File: src/rtl/pixel_compositor_if.sv
// Pixel stream between the sprite/tile generators, the compositor and the VGA output pins.
interface pixel_compositor_if #(
  parameter int unsigned NUM_LAYERS = 8
);
  logic                     valid;
  logic [9:0]               v_cnt;
  logic [12*NUM_LAYERS-1:0] pixels;
  logic [NUM_LAYERS-1:0]    layer_en;
  logic [11:0]              RGB;

  modport master (output valid, v_cnt, pixels, layer_en, input RGB);
  modport slave (input valid, v_cnt, pixels, layer_en, output RGB);
endinterface

File: src/rtl/pixel_compositor.sv
// Two-stage layer compositor: priority select over NUM_LAYERS pixels, then a frame-synchronous
// brightness fade. Layer 0 can blink after damage.
module pixel_compositor #(
  parameter int unsigned NUM_LAYERS      = 8,
  parameter int unsigned HUD_ROWS        = 40,
  parameter logic [11:0] HUD_COLOR       = 12'h000,
  parameter logic [11:0] BG_COLOR        = 12'hFDA,
  parameter int unsigned FRAMES_PER_STEP = 2,
  parameter int unsigned FLASH_FRAMES    = 32
) (
  input  logic              clk,
  input  logic              rst,
  pixel_compositor_if.slave pix,
  input  logic              frame_start,
  input  logic              fade_out_req,
  input  logic              fade_in_req,
  input  logic              flash_req,
  output logic              fade_busy,
  output logic              fade_black
);
  localparam int unsigned StepW = (FRAMES_PER_STEP > 1) ? $clog2(FRAMES_PER_STEP) : 1;
  localparam logic [StepW-1:0] StepLast = StepW'(FRAMES_PER_STEP - 1);

  typedef enum logic [1:0] {StIdle, StFadeOut, StBlack, StFadeIn} state_e;

  state_e           state_q;
  logic [4:0]       level_q;
  logic [StepW-1:0] step_q;
  logic             out_pend_q, in_pend_q;
  logic [7:0]       flash_q;
  logic [11:0]      sel_color, color_q, rgb_q;
  logic             valid_q;
  logic             blink_mask, out_pend, in_pend, step_done;

  assign blink_mask = (flash_q != 8'd0) && flash_q[2];
  // A request pulsing on the frame_start cycle itself is honoured on that same frame_start.
  assign out_pend   = out_pend_q | fade_out_req;
  assign in_pend    = in_pend_q | fade_in_req;
  assign step_done  = (step_q == StepLast);

  // Walk from lowest priority up so the lowest-index visible layer overwrites the rest.
  always_comb begin
    sel_color = ({22'd0, pix.v_cnt} < HUD_ROWS) ? HUD_COLOR : BG_COLOR;
    for (int i = int'(NUM_LAYERS) - 1; i >= 0; i--) begin
      if (pix.layer_en[i] && (pix.pixels[12*i +: 12] != 12'h000) && !(i == 0 && blink_mask)) begin
        sel_color = pix.pixels[12*i +: 12];
      end
    end
  end

  function automatic logic [3:0] scale(input logic [3:0] c, input logic [4:0] lvl);
    return 4'(({4'd0, c} * {3'd0, lvl}) >> 4);
  endfunction

  always_ff @(posedge clk) begin
    if (rst) begin
      color_q <= 12'h000;
      valid_q <= 1'b0;
      rgb_q   <= 12'h000;
    end else begin
      color_q <= sel_color;
      valid_q <= pix.valid;
      rgb_q   <= valid_q ? {scale(color_q[11:8], level_q), scale(color_q[7:4], level_q),
                            scale(color_q[3:0], level_q)} : 12'h000;
    end
  end

  assign pix.RGB = rgb_q;

  always_ff @(posedge clk) begin
    if (rst) begin
      state_q    <= StIdle;
      level_q    <= 5'd16;
      step_q     <= '0;
      out_pend_q <= 1'b0;
      in_pend_q  <= 1'b0;
    end else if (frame_start) begin
      // Every frame_start consumes both flags, which also drops ignored requests.
      out_pend_q <= 1'b0;
      in_pend_q  <= 1'b0;
      unique case (state_q)
        StIdle: begin
          if (out_pend) begin
            state_q <= StFadeOut;
            step_q  <= '0;
          end
        end
        StFadeOut: begin
          if (step_done) begin
            step_q <= '0;
            if (level_q <= 5'd1) begin
              level_q <= 5'd0;
              state_q <= StBlack;
            end else begin
              level_q <= level_q - 5'd1;
            end
          end else begin
            step_q <= step_q + 1'b1;
          end
        end
        StBlack: begin
          if (in_pend) begin
            state_q <= StFadeIn;
            step_q  <= '0;
          end
        end
        StFadeIn: begin
          if (out_pend) begin
            state_q <= StFadeOut;
            step_q  <= '0;
          end else if (step_done) begin
            step_q <= '0;
            if (level_q >= 5'd15) begin
              level_q <= 5'd16;
              state_q <= StIdle;
            end else begin
              level_q <= level_q + 5'd1;
            end
          end else begin
            step_q <= step_q + 1'b1;
          end
        end
      endcase
    end else begin
      if (fade_out_req) out_pend_q <= 1'b1;
      if (fade_in_req)  in_pend_q  <= 1'b1;
    end
  end

  // A new flash_req restarts the blink even if one is running or frame_start coincides.
  always_ff @(posedge clk) begin
    if (rst) begin
      flash_q <= 8'd0;
    end else if (flash_req) begin
      flash_q <= 8'(FLASH_FRAMES);
    end else if (frame_start && (flash_q != 8'd0)) begin
      flash_q <= flash_q - 8'd1;
    end
  end

  assign fade_busy  = (state_q == StFadeOut) || (state_q == StFadeIn);
  assign fade_black = (state_q == StBlack);
endmodule

File: src/flat_wrapper.sv
// flat-port wrapper written by rule: the top's interface ports become plain ports
module pixel_compositor_flat 
#(
  parameter int unsigned NUM_LAYERS      = 8,
  parameter int unsigned HUD_ROWS        = 40,
  parameter logic [11:0] HUD_COLOR       = 12'h000,
  parameter logic [11:0] BG_COLOR        = 12'hFDA,
  parameter int unsigned FRAMES_PER_STEP = 2,
  parameter int unsigned FLASH_FRAMES    = 32
)
  (clk, rst, frame_start, fade_out_req, fade_in_req, flash_req, fade_busy, fade_black, pix_valid, pix_v_cnt, pix_pixels, pix_layer_en, pix_RGB);
  pixel_compositor_if #(.NUM_LAYERS(NUM_LAYERS)) pix_i ();
  input  logic clk;
  input  logic rst;
  input  logic frame_start;
  input  logic fade_out_req;
  input  logic fade_in_req;
  input  logic flash_req;
  output logic fade_busy;
  output logic fade_black;
  input wire logic [$bits(pix_i.valid)-1:0] pix_valid;
  input wire logic [$bits(pix_i.v_cnt)-1:0] pix_v_cnt;
  input wire logic [$bits(pix_i.pixels)-1:0] pix_pixels;
  input wire logic [$bits(pix_i.layer_en)-1:0] pix_layer_en;
  output wire logic [$bits(pix_i.RGB)-1:0] pix_RGB;
  assign pix_i.valid = pix_valid;
  assign pix_i.v_cnt = pix_v_cnt;
  assign pix_i.pixels = pix_pixels;
  assign pix_i.layer_en = pix_layer_en;
  assign pix_RGB = pix_i.RGB;
  pixel_compositor #(.NUM_LAYERS(NUM_LAYERS), .HUD_ROWS(HUD_ROWS), .HUD_COLOR(HUD_COLOR), .BG_COLOR(BG_COLOR), .FRAMES_PER_STEP(FRAMES_PER_STEP), .FLASH_FRAMES(FLASH_FRAMES)) u_core (.clk(clk), .rst(rst), .pix(pix_i), .frame_start(frame_start), .fade_out_req(fade_out_req), .fade_in_req(fade_in_req), .flash_req(flash_req), .fade_busy(fade_busy), .fade_black(fade_black));
endmodule
File: config.mk
export PLATFORM = sky130hd
export DESIGN_NAME = pixel_compositor_flat
export DESIGN_NICKNAME = d
export VERILOG_FILES = /design/src/rtl/pixel_compositor_if.sv /design/src/rtl/pixel_compositor.sv /design/src/flat_wrapper.sv
export SDC_FILE = /design/constraint.sdc
export NUM_CORES = 1
export LEC_CHECK = 0
export BUFFER_PORTS_ARGS = -buffer_cell sky130_fd_sc_hd__buf_2
export CAP_MARGIN = 15
export CORE_ASPECT_RATIO = 1.2
export CORE_UTILIZATION = 55
export DETAILED_ROUTE_END_ITERATION = 7
export GPL_ROUTABILITY_DRIVEN = 0
export MAX_ROUTING_LAYER = met4
export PLACE_DENSITY_LB_ADDON = 0.15
export SYNTH_ARGS = -nofsm -noshare
export SYNTH_HDL_FRONTEND = slang
export SYNTH_SLANG_ARGS = --single-unit
File: constraint.sdc
create_clock -name clk -period 5.5 [get_ports clk]
set_input_delay 1.1 -clock clk [delete_from_list [all_inputs] [get_ports clk]]
set_output_delay 1.1 -clock clk [all_outputs]
set_load 0.005 [all_outputs]
======== Word level (Yosys, flattened, before mapping) ========
Index checks and enable logic that the tools add are counted.
operators by class
  add/subtract/negate cells ............... 4
  multipliers ............................. 3
  order comparisons ....................... 3
  equal/unequal tests ..................... 11
  mux-type cells .......................... 30
  bitwise gates (word level) .............. 3
  reductions and logical operators ........ 31
operators by type and width
  cell                                                             count
  two-way mux 12 bit                                               9
  nonzero test 12 bit                                              8
  two-way mux 5 bit                                                5
  multiplier 4 x 5 -> 8 bit                                        3
  two-way mux 2 bit                                                7
  two-way mux 6 bit                                                2
  logical AND 1 bit                                                11
  < comparator 10 x 6 -> 1 bit (second input constant)             1
  != test 2 x 1 -> 1 bit (second input constant)                   5
  case mux 5 bit (2 select lines)                                  1
  case mux 2 bit (4 select lines)                                  1
  nonzero test 8 bit                                               1
  subtractor 8 x 1 -> 8 bit (second input constant)                1
  AND reduction 7 bit                                              1
  != test 3 x 1 -> 1 bit (second input constant)                   2
  OR reduction 2 bit                                               3
  adder 5 x 1 -> 5 bit (second input constant)                     1
  >= comparator 5 x 4 -> 1 bit (second input constant)             1
  less-or-equal comparator 5 x 1 -> 1 bit (second input constant)  1
  AND reduction 5 bit                                              1
  subtractor 5 x 1 -> 5 bit (second input constant)                1
  equality test 2 bit (second input constant)                      2
  two-way mux 1 bit                                                4
  case mux 1 bit (4 select lines)                                  1
  other kinds (10)                                                 12
word-level totals
  register bits after elaboration ......... 43
  bits of input ports ..................... 121
  output and inout port bits .............. 14
  word-level logic and storage cells ...... 95

======== Depth between registers and ports, before layout ========
  depth after elaboration ................. 10
  mapped depth ............................ 13
  depth with buffers taken out ............ 11

======== Worst setup path after synthesis ========
No wires, ideal clock.
  kind .................................... flip-flop to flip-flop
  start point ............................. reg u_core.level_q[2]
  end point ............................... reg u_core.rgb_q[3], in the netlist u_core.pix.RGB[3]
  library setup time ...................... 128 ps
  arrival time ............................ 3,075 ps
  data required time ...................... 5,372 ps
  slack ................................... 2,297 ps
  cell stages (with the launch flop) ...... 14
  path buffers ............................ 2
  clock period less this slack ............ 3,203 ps
  path through ............................ dfxtp_1 -> clkbuf_1 -> clkbuf_1 -> nand2_1 -> fa_1 -> inv_1 -> fa_1 -> ha_1 -> and4_1 -> a21o_1 -> a21oi_1 -> o21ai_0 -> xnor2_1 -> nor2_1
on the way
  cells in the longest elaborated chain, start to end .. 1
ends and longest elaborated chain
  item                       RTL line                 source
  from (decl)                pixel_compositor.sv:27   logic [4:0] level_q;
  from (signal assigned)     pixel_compositor.sv:95   level_q <= level_q - 5'd1;
  from (signal assigned)     pixel_compositor.sv:117  level_q <= level_q + 5'd1;
  multiplier 4 x 5 -> 8 bit  pixel_compositor.sv:52   return 4'(({4'd0, c} * {3'd0, lvl}) >> 4);
  to (signal assigned)       pixel_compositor.sv:63   rgb_q <= valid_q ? {scale(color_q[11:8], level_q), scale(color_q[7:4], level_q),
  to (decl)                  pixel_compositor.sv:31   logic [11:0] sel_color, color_q, rgb_q;
No other way between the ends.
A chain may end at the register's enable or synchronous reset.

======== Worst setup path in the final report ========
  start point ............................. reg u_core.level_q[2]
  end point ............................... reg u_core.rgb_q[11], in the netlist u_core.pix.RGB[11]
The elaborated chain is that of the path after synthesis.

==> impl_metrics.env <==
export IMPL_seqPwrFrac=0.429
export IMPL_clock_skew_ps=11.9
export IMPL_leakagePower_nw=2.32
export IMPL_place_inst=711
export IMPL_yosysMostFrequentCell="nand2_1"
export IMPL_setup_tns_final_ps=0
export IMPL_cp_required_ps=5690
export IMPL_h_tree_depth=2
export IMPL_final_nets=805
export IMPL_fmax_mhz=294
export IMPL_p_sw_frac=0.347
export IMPL_crit_fanout=20
export IMPL_synthArstFlopShare=0
export IMPL_ys_top_cells_by_area="dfxtp_1 (21%), ha_1 (12%), fa_1 (7.4%)"
export IMPL_crit_type="reg -> reg"
export IMPL_antenna_cells=0
export IMPL_cp_cell_sequence="nand2_1 > fa_1 > inv_1 > fa_1 > ha_1 > and4_1 > a21o_1 > a21oi_1 > o21ai_0 > xnor2_1 > nor2_1"
export IMPL_end_kind="register"
export IMPL_cts_tree="done"
export IMPL_holdCritPathClass="reg -> reg"
export IMPL_grt_max_degree=24
export IMPL_netlist_cell_type_count=57
export IMPL_rsz0062_at_grt="no"
export IMPL_drv_slew=0
export IMPL_hpwl_um=9380
export IMPL_die_y_um=96.0
export IMPL_postCtsSetupBuffers=0
export IMPL_critPathMaxStageDelay_ps=740
export IMPL_setup_viol=0
export IMPL_start_kind="register"
export IMPL_fin_crit_ps=3400
export IMPL_vias_per_cell=6.00
export IMPL_route_vias_total=4315
export IMPL_drive_gt1_frac=0.239
export IMPL_avgRoutedWirePerCell_um=15.5
export IMPL_synth_top_area_frac=0.212
export IMPL_root_buffer="clkbuf_8"
export IMPL_synth_area_per_cell_um2=7.93
export IMPL_fillCellCount=608
export IMPL_final_hold_violation_count=0
export IMPL_period_share=0.617
export IMPL_initial_utilization=0.581
export IMPL_fp_row_count=33
export IMPL_io_pins=135
export IMPL_track_usage=0.309
export IMPL_cp_common_cell="fa_1"
export IMPL_cp_data_arrival_time_ps=3580
export IMPL_design_power_total_mw=0.833
export IMPL_peakVddDrop_v=0.000133
export IMPL_yosys_top_cells_count="nand2_1 (60), nor2_1 (53), dfxtp_1 (43)"
export IMPL_clk_path_buf_depth=2
export IMPL_hold_depth=2
export IMPL_worst_slew_pin_slew_ps=1030
export IMPL_core_um2=6980
export IMPL_power_frac_comb=0.307
export IMPL_drc=0
export IMPL_grt_pass1_wl_um=18100
export IMPL_antenna_found_initial=0
export IMPL_synth_seq_cells=43
export IMPL_power_density_nw_per_um2=172
export IMPL_gr_total_overflow=0
export IMPL_wirelength_um=11100
export IMPL_placed_cell_area_um2=4740
export IMPL_grt_pass1_vias=4157
export IMPL_cp_slowest_cell="dfxtp_1"
export IMPL_syn_cell_area_um2=4050
export IMPL_power_internal_mw=0.544
export IMPL_ys_warnings_count=0
export IMPL_cts_sinks=43
export IMPL_dr_pass1_iters=5
export IMPL_yosys_area_top_type="dfxtp_1"
export IMPL_port_buffers=131
export IMPL_finalNonFillerCells=719
export IMPL_reg2regPathDepth=11
export IMPL_die_area_um2=7720
export IMPL_cap_violations=0
export IMPL_drt_initial_drc_count=206
export IMPL_synth_ff_type="dfxtp_1"
export IMPL_slew_headroom=0.311
export IMPL_hold_buffers=0
export IMPL_drtAntennaViolNets=0
export IMPL_status="finished, final reports clean"
export IMPL_die_w_um=80.4
export IMPL_cts_repair_resized=0
export IMPL_p_sw_mw=0.289
export IMPL_pwr_share_clk=0.264
export IMPL_insertion_delay_ps=300
export IMPL_synth_edf_count=0
export IMPL_areaGrowthSynthToFinish_pct=19.3
export IMPL_fin_area_um2=4840
export IMPL_clk_pin_slew_ps=100
export IMPL_synthCells=511
export IMPL_numCtsBuffers=5
export IMPL_yosysSeqAreaShare=0.212
export IMPL_syn_nets=685
## cell families after synthesis
logic type      count (synthesis)  synth area share
compound gates                125             0.223
xor+xnor                       25            0.0540
fa+ha+maj                      53             0.191
buf+inv                        48            0.0475
flops                          43             0.212
mux                             1           0.00247
simple gates                  216             0.269
## cells in the final DEF, fill, tap and decap left out, types with 4 or more instances in the layout
cell,synthesis,layout
dfxtp_1,43,43
fa_1,15,15
a21o_1,5,5
o22ai_1,5,5
a21oi_1,33,33
buf_2,1,131
a211o_1,5,5
o211ai_1,8,8
o21bai_1,5,5
ha_1,38,38
nor2_1,53,53
inv_1,29,29
nor4_1,16,16
o221ai_1,7,7
nand2_1,60,60
o311a_1,4,4
or4_1,9,9
a311oi_1,4,4
clkbuf_8,0,5
xnor2_1,20,20
xor2_1,5,5
nor3_1,12,12
a211oi_1,6,6
and3_1,4,4
a31oi_1,7,7
and2_1,39,39
nand3_1,4,4
o32ai_1,4,4
o21ai_0,12,12
## cell type report
cell class / instances / area [um^2] / area share
clock buffer: 5 / 68.8 / 0.0142
clock inverter: 3 / 26.3 / 0.00543
inverter: 29 / 109 / 0.0225
multi-input combinational: 420 / 3000 / 0.620
sequential: 43 / 861 / 0.178
tap: 87 / 109 / 0.0225
timing repair buffer: 132 / 663 / 0.137
## path summary, 6_finish.rpt
path / start / to / slack [ps]
min: u_core.in_pend_q / u_core.in_pend_q / 520
min reg2reg: u_core.in_pend_q / u_core.in_pend_q / 520
max: u_core.level_q[2] / u_core.pix.RGB[11] / 2100
max reg2reg: u_core.level_q[2] / u_core.pix.RGB[11] / 2100
## worst max-delay path: cells and delay by family (launching register included)
kind	cells	cell delay, ps
DFF	1	740
and+or+nand+nor	3	400
buffers and inverters	1	60
adders and majority gates	3	1290
xor gates and xnor gates	1	170
AOI/OAI and AO/OA	3	620
## metrics by stage
| stage | util | hold WS, ps | setup slack, ps |
|---|---|---|---|
| after CTS | 0.693 | 527 | 2090 |
| after global routing | 0.693 | 555 | 1880 |
| after global placement | 0.679 | 491 | 2210 |
| final | 0.693 | 518 | 2100 |
| after detailed placement | 0.679 | 504 | 2130 |
| after floorplan | - | 449 | 2300 |
## power by group through the flow
stage	combinational, mW	clock (mW)	sequential [mW]
after detailed placement	0.252	0	0.364
final	0.255	0.220	0.358
after CTS	0.254	0.225	0.357
after floorplan	0.163	0	0.354
after global placement	0.244	0	0.363
after global routing	0.285	0.239	0.361
## metal layers
metal / global-route usage / up-vias / routed length (um)
met5: - / - / 0
met4: 0.144 / 0 / 451
met3: 0.0265 / 42 / 613
met2: 0.585 / 197 / 5890
li1: - / 2086 / -
met1: 0.321 / 1990 / 4180
## flip-flops by register name, summed over array words and instances (netlist names)
name,flops
u_core.out_pend_q,1
u_core.state_q,2
u_core.level_q,5
u_core.flash_q,8
u_core.step_done,1
u_core.in_pend_q,1
u_core.valid_q,1
u_core.color_q,12
u_core.pix.RGB,12
Power figures use the tool's default switching activity.
